==> config.mk <==
export PLATFORM = sky130hd
export DESIGN_NAME = i2c_config_sequencer
export DESIGN_NICKNAME = d
export VERILOG_FILES = /design/src/rtl/i2c_config_sequencer.sv
export SDC_FILE = /design/constraint.sdc
export NUM_CORES = 1
export LEC_CHECK = 0
export ABC_AREA = 1
export CAP_MARGIN = 20
export CORE_ASPECT_RATIO = 0.5
export CORE_MARGIN = 4
export CORE_UTILIZATION = 40
export DETAILED_ROUTE_END_ITERATION = 10
export GPL_ROUTABILITY_DRIVEN = 1
export PLACE_DENSITY = 0.66
export SETUP_SLACK_MARGIN = 0.02
export SLEW_MARGIN = 40
export SYNTH_ARGS = -nofsm -noshare
export SYNTH_HDL_FRONTEND = slang
export SYNTH_SLANG_ARGS = --single-unit
==> constraint.sdc <==
create_clock -name CLOCK -period 2.9 [get_ports CLOCK]
set_input_delay 0.29 -clock CLOCK [delete_from_list [all_inputs] [get_ports CLOCK]]
set_output_delay 0.29 -clock CLOCK [all_outputs]
set_load 0.005 [all_outputs]
==> src/rtl/i2c_config_sequencer.sv <==
// rtl/i2c_config_sequencer.sv - walks a register table and issues one I2C write per entry
//
// Ports:
//   CLOCK      in   1   sequencer clock (shared with i2c_controller)
//   RESET      in   1   asynchronous active-low reset
//   HPD        in   1   hot-plug detect, asynchronous, double-flopped here
//   LUT_DATA   in   24  table word addressed by LUT_INDEX, valid same cycle
//   LUT_INDEX  out  6   current table index
//   I2C_DATA   out  24  registered {slave,reg,data} word to i2c_controller
//   GO         out  1   transfer request, high only in REQ
//   END        in   1   controller idle/complete (1 = idle)
//   ACK        in   1   1 = every byte of the last transfer was acknowledged
//   DONE       out  1   table fully written since last (re)start
//   ERR        out  1   sticky: an entry ran out of retries; cleared on restart
module i2c_config_sequencer #(
    parameter int LUT_SIZE   = 31,
    parameter int PWR_DELAY  = 50000,
    parameter int GAP_CYCLES = 16,
    parameter int MAX_RETRY  = 3,
    parameter int TIMEOUT    = 65535
) (
    input  logic        CLOCK,
    input  logic        RESET,
    input  logic        HPD,
    input  logic [23:0] LUT_DATA,
    output logic [5:0]  LUT_INDEX,
    output logic [23:0] I2C_DATA,
    output logic        GO,
    input  logic        END,
    input  logic        ACK,
    output logic        DONE,
    output logic        ERR
);

    // Delay lengths are clamped to at least one cycle so the "last count"
    // constants below never underflow.
    localparam int PWR_N   = (PWR_DELAY  < 1) ? 1 : PWR_DELAY;
    localparam int GAP_N   = (GAP_CYCLES < 1) ? 1 : GAP_CYCLES;
    localparam int DLY_MAX = (PWR_N > GAP_N) ? PWR_N : GAP_N;
    localparam int DW      = $clog2(DLY_MAX + 1);
    localparam int RW      = (MAX_RETRY < 1) ? 1 : $clog2(MAX_RETRY + 1);

    localparam logic [DW-1:0] PWR_LAST = DW'(PWR_N - 1);
    localparam logic [DW-1:0] GAP_LAST = DW'(GAP_N - 1);
    localparam logic [RW-1:0] RETRY_MAX = RW'(MAX_RETRY);
    localparam logic [16:0]   TMO       = 17'(TIMEOUT);
    localparam logic [5:0]    LAST_IDX  = 6'(LUT_SIZE - 1);

    typedef enum logic [3:0] {
        S_WAIT_HPD,
        S_PWR_WAIT,
        S_LOAD,
        S_REQ,
        S_BUSY,
        S_CHECK,
        S_FAIL,
        S_NEXT,
        S_GAP,
        S_RUN
    } state_t;

    state_t          state, state_nx;
    logic            hpd_meta, hpd_s;
    logic [DW-1:0]   dly_cnt;
    logic [16:0]     tmo_cnt;
    logic [RW-1:0]   retry;
    logic [5:0]      idx;
    logic [23:0]     data;
    logic            done_r, err_r;
    logic            gap_to_req;   // GAP exit target: 1 = REQ (retry), 0 = LOAD (next entry)
    logic            hpd_drop;     // HPD went low while a transfer was in flight
    logic            hpd_lost;

    logic ld_data, clr_retry, inc_retry, idx_clr, idx_inc;
    logic set_err, set_done, clr_done, clr_status;
    logic gap_sel_we, gap_sel;

    assign hpd_lost  = hpd_drop | ~hpd_s;
    assign GO        = (state == S_REQ);
    assign LUT_INDEX = idx;
    assign I2C_DATA  = data;
    assign DONE      = done_r;
    assign ERR       = err_r;

    always_ff @(posedge CLOCK or negedge RESET) begin
        if (!RESET) begin
            hpd_meta <= 1'b0;
            hpd_s    <= 1'b0;
        end else begin
            hpd_meta <= HPD;
            hpd_s    <= hpd_meta;
        end
    end

    // Both counters restart on every state change and saturate otherwise.
    always_ff @(posedge CLOCK or negedge RESET) begin
        if (!RESET) begin
            dly_cnt <= '0;
            tmo_cnt <= '0;
        end else if (state_nx != state) begin
            dly_cnt <= '0;
            tmo_cnt <= '0;
        end else begin
            if (dly_cnt != '1) dly_cnt <= dly_cnt + 1'b1;
            if (tmo_cnt != '1) tmo_cnt <= tmo_cnt + 1'b1;
        end
    end

    always_ff @(posedge CLOCK or negedge RESET) begin
        if (!RESET) begin
            state      <= S_WAIT_HPD;
            idx        <= '0;
            data       <= '0;
            retry      <= '0;
            done_r     <= 1'b0;
            err_r      <= 1'b0;
            gap_to_req <= 1'b0;
            hpd_drop   <= 1'b0;
        end else begin
            state <= state_nx;
            if (idx_clr)
                idx <= '0;
            else if (idx_inc && idx != LAST_IDX)
                idx <= idx + 6'd1;
            if (ld_data)
                data <= LUT_DATA;
            if (clr_retry)
                retry <= '0;
            else if (inc_retry)
                retry <= retry + 1'b1;
            if (clr_status) begin
                done_r <= 1'b0;
                err_r  <= 1'b0;
            end else begin
                if (set_err)  err_r  <= 1'b1;
                if (set_done) done_r <= 1'b1;
                if (clr_done) done_r <= 1'b0;
            end
            if (gap_sel_we)
                gap_to_req <= gap_sel;
            if (state == S_WAIT_HPD)
                hpd_drop <= 1'b0;
            else if ((state == S_REQ || state == S_BUSY) && !hpd_s)
                hpd_drop <= 1'b1;
        end
    end

    always_comb begin
        state_nx   = state;
        ld_data    = 1'b0;
        clr_retry  = 1'b0;
        inc_retry  = 1'b0;
        idx_clr    = 1'b0;
        idx_inc    = 1'b0;
        set_err    = 1'b0;
        set_done   = 1'b0;
        clr_done   = 1'b0;
        clr_status = 1'b0;
        gap_sel_we = 1'b0;
        gap_sel    = 1'b0;
        case (state)
            S_WAIT_HPD: begin
                if (hpd_s) begin
                    clr_status = 1'b1;
                    state_nx   = S_PWR_WAIT;
                end
            end
            S_PWR_WAIT: begin
                if (!hpd_s)
                    state_nx = S_WAIT_HPD;
                else if (dly_cnt >= PWR_LAST) begin
                    idx_clr  = 1'b1;
                    state_nx = S_LOAD;
                end
            end
            S_LOAD: begin
                if (!hpd_s)
                    state_nx = S_WAIT_HPD;
                else begin
                    ld_data   = 1'b1;
                    clr_retry = 1'b1;
                    state_nx  = S_REQ;
                end
            end
            // A transfer in flight is always allowed to finish, even if HPD
            // drops; the drop is acted on once it is over.
            S_REQ: begin
                if (!END)
                    state_nx = S_BUSY;
                else if (tmo_cnt == TMO)
                    state_nx = S_FAIL;
            end
            S_BUSY: begin
                if (END)
                    state_nx = S_CHECK;
                else if (tmo_cnt == TMO)
                    state_nx = S_FAIL;
            end
            S_CHECK: begin
                if (hpd_lost)
                    state_nx = S_WAIT_HPD;
                else if (ACK)
                    state_nx = S_NEXT;
                else
                    state_nx = S_FAIL;
            end
            S_FAIL: begin
                if (hpd_lost)
                    state_nx = S_WAIT_HPD;
                else if (retry < RETRY_MAX) begin
                    inc_retry  = 1'b1;
                    gap_sel_we = 1'b1;
                    gap_sel    = 1'b1;
                    state_nx   = S_GAP;
                end else begin
                    set_err  = 1'b1;
                    state_nx = S_NEXT;
                end
            end
            S_NEXT: begin
                if (hpd_lost)
                    state_nx = S_WAIT_HPD;
                else if (idx == LAST_IDX) begin
                    set_done = 1'b1;
                    state_nx = S_RUN;
                end else begin
                    idx_inc    = 1'b1;
                    gap_sel_we = 1'b1;
                    gap_sel    = 1'b0;
                    state_nx   = S_GAP;
                end
            end
            // Leaving GAP also waits for END=1: after a BUSY timeout the
            // controller may still be busy, and GO must not rise until it idles.
            S_GAP: begin
                if (!hpd_s)
                    state_nx = S_WAIT_HPD;
                else if (dly_cnt >= GAP_LAST && END)
                    state_nx = gap_to_req ? S_REQ : S_LOAD;
            end
            S_RUN: begin
                if (!hpd_s) begin
                    clr_done = 1'b1;
                    state_nx = S_WAIT_HPD;
                end
            end
            default: state_nx = S_WAIT_HPD;
        endcase
    end

endmodule

==> results_dict.tcl, run 1 <==
set metrics [dict create \
    cts_tree "done" \
    num_vias 3014 \
    crit_path_start_kind "flip-flop" \
    fin_cells 641 \
    violations "hold timing" \
    cts_root_buf "clkbuf_16" \
    n_antenna_cell 0 \
    synth_edf_count 0 \
    fmax_mhz 406 \
    port_buffers 61 \
    drive_gt1_share_pct 19.0 \
    netlist_instances 434 \
    grt_pass1_wl_um 14300 \
    std_cell_rows 25 \
    setup_tns_ns 0 \
    wl_per_cell_um 12.4 \
    power_density_nw_per_um2 494 \
    reg2reg_depth 14 \
    clock_latency_ns 0.33 \
    grt_max_degree 76 \
    syn_to_final_growth_pct 27.3 \
    arrival_ns 2.68 \
    worst_slew_pin_slew_ns 0.678 \
    rsz0062_at_grt "no" \
    r2r_setup_slack_ns 0.44 \
    slew_headroom_pct 54.8 \
    hpwl_um 5740 \
    fin_skew_ns 0.00470 \
    crit_type "flip-flop to flip-flop" \
    wirelength_um 7920 \
    holdCritPathClass "input pin to asynchronous set/reset pin" \
    start_util_pct 41.3 \
    ys.flop_type "dfrtp_1" \
    cts_setup_buffers 0 \
    fillers 869 \
    antenna_found_initial 0 \
    yosys_warnings 0 \
    routed_via_density 4.70 \
    ys_seq_area_share_pct 47.8 \
    async_reset_ff_share_pct 100 \
    worstPathMaxFanout 10 \
    critPathCaptureType "flip-flop" \
    clockBufferDepth 2 \
    leakagePower_nw 2.29 \
    first_pass_iters 4 \
    cts_buffers 9 \
    final_cell_mix "dfrtp_1 (75), nand2_1 (70), clkdlybuf4s50_1 (60)" \
    cts_max_level 3 \
    irDropWorstVdd_mv 0.281 \
    outcome "complete, but fails checks" \
    syn-cell-area_um2 3920 \
    r2r-start "tmo_cnt[0]" \
    hold_slack_ns -0.0275 \
    ys_seq_elements 75 \
    period_minus_slack_ns 2.46 \
    dieHeight_um 78.0 \
    dieWidth_um 148 \
    grt_usage_pct 15.2 \
    coreArea_um2 9510 \
    slew_violations 0 \
    num_io_pins 62 \
    grt_pass1_vias 3149 \
    clkSinkCount 75 \
    grt_overflow 0 \
    gp_congestion 0.854 \
    fin_crit_sh_pct 85.0 \
    die-area_um2 11600 \
    ys_types 36 \
    timing.rr.end "tmo_cnt[3]" \
    drc 0 \
    nets 537 \
    final_common_cell "dfrtp_1" \
    synthesis.nets 470 \
    path_clk_slew_ns 0.06 \
    hold_viol 31 \
    placed_cells 625 \
    power_mw 2.46 \
    worst_ep_required_time_ns 3.12 \
    drt-initial-drc-count 126 \
    antenna_left 0 \
    avgSynthCellArea_um2 9.04 \
    maxCapViolCount 0 \
    final-setup-viol-count 0 \
]
## timing repair
action / CTS / global route
endpoints found under the setup margin: 0 / 7
hold buffers: 0 / 0
hold endpoints to repair: 0 / 0
resized for setup: 0 / 1
## per-stage QoR
stage	hold slack, ns	instance area, µm²	setup slack (ns)	utilization, %
after floorplan	-0.00559	3920	0.651	-
after global placement	0.335	4670	0.446	49.1
after detailed placement	0.340	4680	0.360	49.2
after CTS	0.00306	4990	0.345	52.5
after global routing	0.0344	4990	0.0584	52.5
final	-0.0275	4990	0.436	52.5
## critical path, cell delays in order (launching register included)
cell,delay [ns]
dfrtp_1,0.38
ha_1,0.18
nand2_1,0.07
nor3_1,0.13
inv_1,0.11
nor3_1,0.23
ha_1,0.25
nor3_1,0.06
nor3_1,0.25
nand2_1,0.10
nand2_1,0.06
nand2_1,0.08
nand2_4,0.17
buf_4,0.23
nor2_2,0.04
## routing by layer
layer	part of all wire [%]	GRT usage, %	vias to the layer above
met5	0	0	-
li1	-	-	1546
met3	5.9	5.71	10
met4	1.4	4.98	0
met2	45	24.4	67
met1	48	19.2	1391
## state kept, by name, indices dropped and copies added, names as in the netlist
name and cells:
ERR 1, gap_to_req 1, retry 2, I2C_DATA 24, dly_cnt 16, tmo_cnt 17
LUT_INDEX 6, DONE 1, hpd_s 1, state 4, hpd_meta 1, hpd_drop 1
## power breakdown
group / total (mW) / switching, mW / internal, mW
logic: 0.207 / 0.0991 / 0.108
registers: 1.10 / 0.0246 / 1.08
clock network: 1.15 / 0.438 / 0.716
## Yosys cell counts, types with 2 or more instances
master	number	area [µm²]
nand3_2	3	30.0
a21oi_1	6	30.0
nor3_1	12	60.1
buf_6	4	45.0
mux2i_1	2	20.0
dfrtp_1	75	1880
o21ai_0	14	70.1
nor2_1	45	169
xnor2_1	6	52.6
nand4_1	15	93.8
nor2_2	37	231
nand3_1	26	130
nand2_2	3	18.8
mux2_2	24	270
xor2_1	12	105
nor3b_1	2	15.0
inv_1	49	184
o22ai_1	2	12.5
inv_2	3	11.3
a21o_1	2	15.0
buf_1	2	7.51
nand2_1	70	263
ha_1	7	87.6
## worst max path at each step
stage	cells after the start	end	start
global placement	13	tmo_cnt[3]	tmo_cnt[0]
detailed placement	13	tmo_cnt[3]	tmo_cnt[0]
floorplan	15	tmo_cnt[15]	tmo_cnt[0]
finish	14	tmo_cnt[3]	tmo_cnt[0]
global route	14	tmo_cnt[15]	tmo_cnt[0]
CTS	13	tmo_cnt[0]	tmo_cnt[0]
## final cells by class
type,count,area (µm²),area share (%)
well taps,135,169,3.38
clock inverters,5,60.1,1.20
repair buffers,64,647,13.0
inverters,52,195,3.91
multi-input cells,299,1790,35.9
clock buffers,11,253,5.06
flip-flops and latches,75,1880,37.6
## cells by family after synthesis
| family | after synthesis | share of synthesized area, % |
|---|---|---|
| AO/OA/AOI/OAI | 28 | 4.11 |
| multiplexers | 26 | 7.40 |
| flip-flops | 75 | 47.8 |
| AND/OR/NAND/NOR | 220 | 27.8 |
| adder cells (fa/ha/maj) | 7 | 2.23 |
| XOR/XNOR | 18 | 4.02 |
| buffers and inverters | 60 | 6.60 |
No activity file was read; power rests on OpenSTA's default activity.
==> inputs of run 2 (changes only) <==
clock period = 2.6 ns   (was 2.9 ns; I/O delays follow)
==> results_dict.tcl, run 2 (synthesis gave the netlist of run 1 again) <==
set metrics [dict create \
    cpPeakStageDelay_ns 0.40 \
    die-area_um2 11600 \
    grt_usage_pct 15.0 \
    crit_type "flip-flop to flip-flop" \
    std_cell_rows 25 \
    final-setup-viol-count 0 \
    num_io_pins 62 \
    grt_max_degree 51 \
    fmax_mhz 436 \
    power_density_nw_per_um2 525 \
    start_util_pct 41.3 \
    cts_tree "done" \
    largest_reg_flops 24 \
    maxCapViolCount 0 \
    grt_overflow 0 \
    cts_root_buf "clkbuf_16" \
    irDropWorstVdd_mv 0.439 \
    worst_ep_required_time_ns 2.81 \
    drive_gt1_share_pct 19.8 \
    coreArea_um2 9510 \
    path_clk_slew_ns 0.06 \
    routed_via_density 4.78 \
    hold_viol 0 \
    clkSinkCount 75 \
    outcome "finished, final reports clean" \
    slew_violations 0 \
    grt_pass1_wl_um 14000 \
    hpwl_um 5850 \
    stdcell_area_um2 5010 \
    wirelength_um 7800 \
    nets 540 \
    placed_cell_area_um2 4700 \
    syn_to_final_growth_pct 27.8 \
    crit_path_start_kind "flip-flop" \
    path_cells "ha_1 > nand2_1 > nor3_1 > inv_1 > nor3_2 > ha_1 > o31ai_2 > nand4_1 > o21ai_0 > nor2_2 > nand2_2 > buf_12 > nor2_1" \
    worst_slew_pin_slew_ns 0.651 \
    fillers 902 \
    final_cell_mix "dfrtp_1 (75), nand2_1 (70), clkdlybuf4s50_1 (60)" \
    cpMostUsedCell "ha_1" \
    rsz0062_at_grt "no" \
    cts_buffers 9 \
    first_pass_iters 5 \
    arrival_ns 2.51 \
    grt_pass1_vias 3069 \
    worstPathMaxFanout 26 \
    port_buffers 61 \
    num_vias 3077 \
    final_common_cell "dfrtp_1" \
    leakagePower_nw 2.29 \
    fin_skew_ns 0.00615 \
    holdCritPathClass "flip-flop to flip-flop" \
    gp_congestion 0.842 \
    cpMaxStageDelayCell "dfrtp_1" \
    dieHeight_um 78.0 \
    wl_per_cell_um 12.1 \
    antenna_left 0 \
    period_minus_slack_ns 2.30 \
    slew_headroom_pct 56.6 \
    n_antenna_cell 0 \
    drt-initial-drc-count 132 \
    drc 0 \
    clock_latency_ns 0.33 \
    antenna_found_initial 0 \
    cts_max_level 3 \
    setup_tns_ns 0 \
    dieWidth_um 148 \
    fin_crit_sh_pct 88.3 \
    clockBufferDepth 2 \
    critPathCaptureType "flip-flop" \
]
[run 2: changes by cell type in the layout (fill, tap and decap cells not counted), sizes merged]
cell	delta
buf	+2
bufinv	-1
clkinv	-1
clkinvlp	+2
dlygate4sd3	+1
[run 2: metrics by stage]
step / hold slack [ns] / instances / setup slack (ns) / total power, mW / util, %
4_1_cts: 0.357 / 644 / 0.240 / 2.68 / 52.6
6_report: 0.355 / 644 / 0.305 / 2.63 / 52.7
5_1_grt: 0.373 / 644 / 0.0289 / 2.77 / 52.7
2_1_floorplan: -0.0356 / 434 / 0.351 / 1.36 / -
3_3_place_gp: 0.335 / 627 / 0.307 / 1.48 / 49.4
3_5_place_dp: 0.341 / 627 / 0.259 / 1.49 / 49.4
[run 2: worst paths after layout]
kind / cells after the start / from / slack (ns) / to
setup reg to reg: 13 / tmo_cnt[0] / 0.30 / dly_cnt[12]
min in group asynchronous: 2 / RESET / 0.50 / dly_cnt[2]
setup / recovery: 13 / tmo_cnt[0] / 0.30 / dly_cnt[12]
hold / removal: 0 / hpd_meta / 0.35 / hpd_s
hold reg to reg: 0 / hpd_meta / 0.35 / hpd_s
max in group asynchronous: 3 / RESET / 1.54 / I2C_DATA[23]
[run 2: where the power goes]
group          internal, mW  switching (mW)
logic                 0.123           0.112
registers              1.20          0.0259
clock network         0.699           0.470
total                  2.03           0.608
[run 2: worst max-delay path, delay by kind of cell (launching register included)]
family | cells | cell delay, ns
DFF | 1 | 0.40
AOI/OAI and AO/OA | 2 | 0.45
buffers and inverters | 2 | 0.33
adders and majority gates | 2 | 0.44
and+or+nand+nor | 7 | 0.56
[run 2: cell type report]
type	instances	area [µm²]	area share [%]
flip-flops and latches	75	1880	37.4
multi-input cells	299	1800	36.0
repair buffers	67	681	13.6
clock buffers	11	253	5.04
inverters	52	195	3.89
well taps	135	169	3.37
clock inverters	5	36.3	0.724
[run 2: layer usage]
metal	part of all wire, %	up-vias	GRT usage, %
met1	49	1444	19.3
met2	44	69	23.7
li1	-	1557	-
met3	6.3	7	6.00
met4	0.85	0	3.87
met5	0	-	0
[run 2: what timing repair did]
item	in CTS	in global routing
setup buffers	0	0
hold buffers	1	0
endpoints found under the setup margin	0	32
resized for setup	0	3
endpoints found under the hold margin	49	0
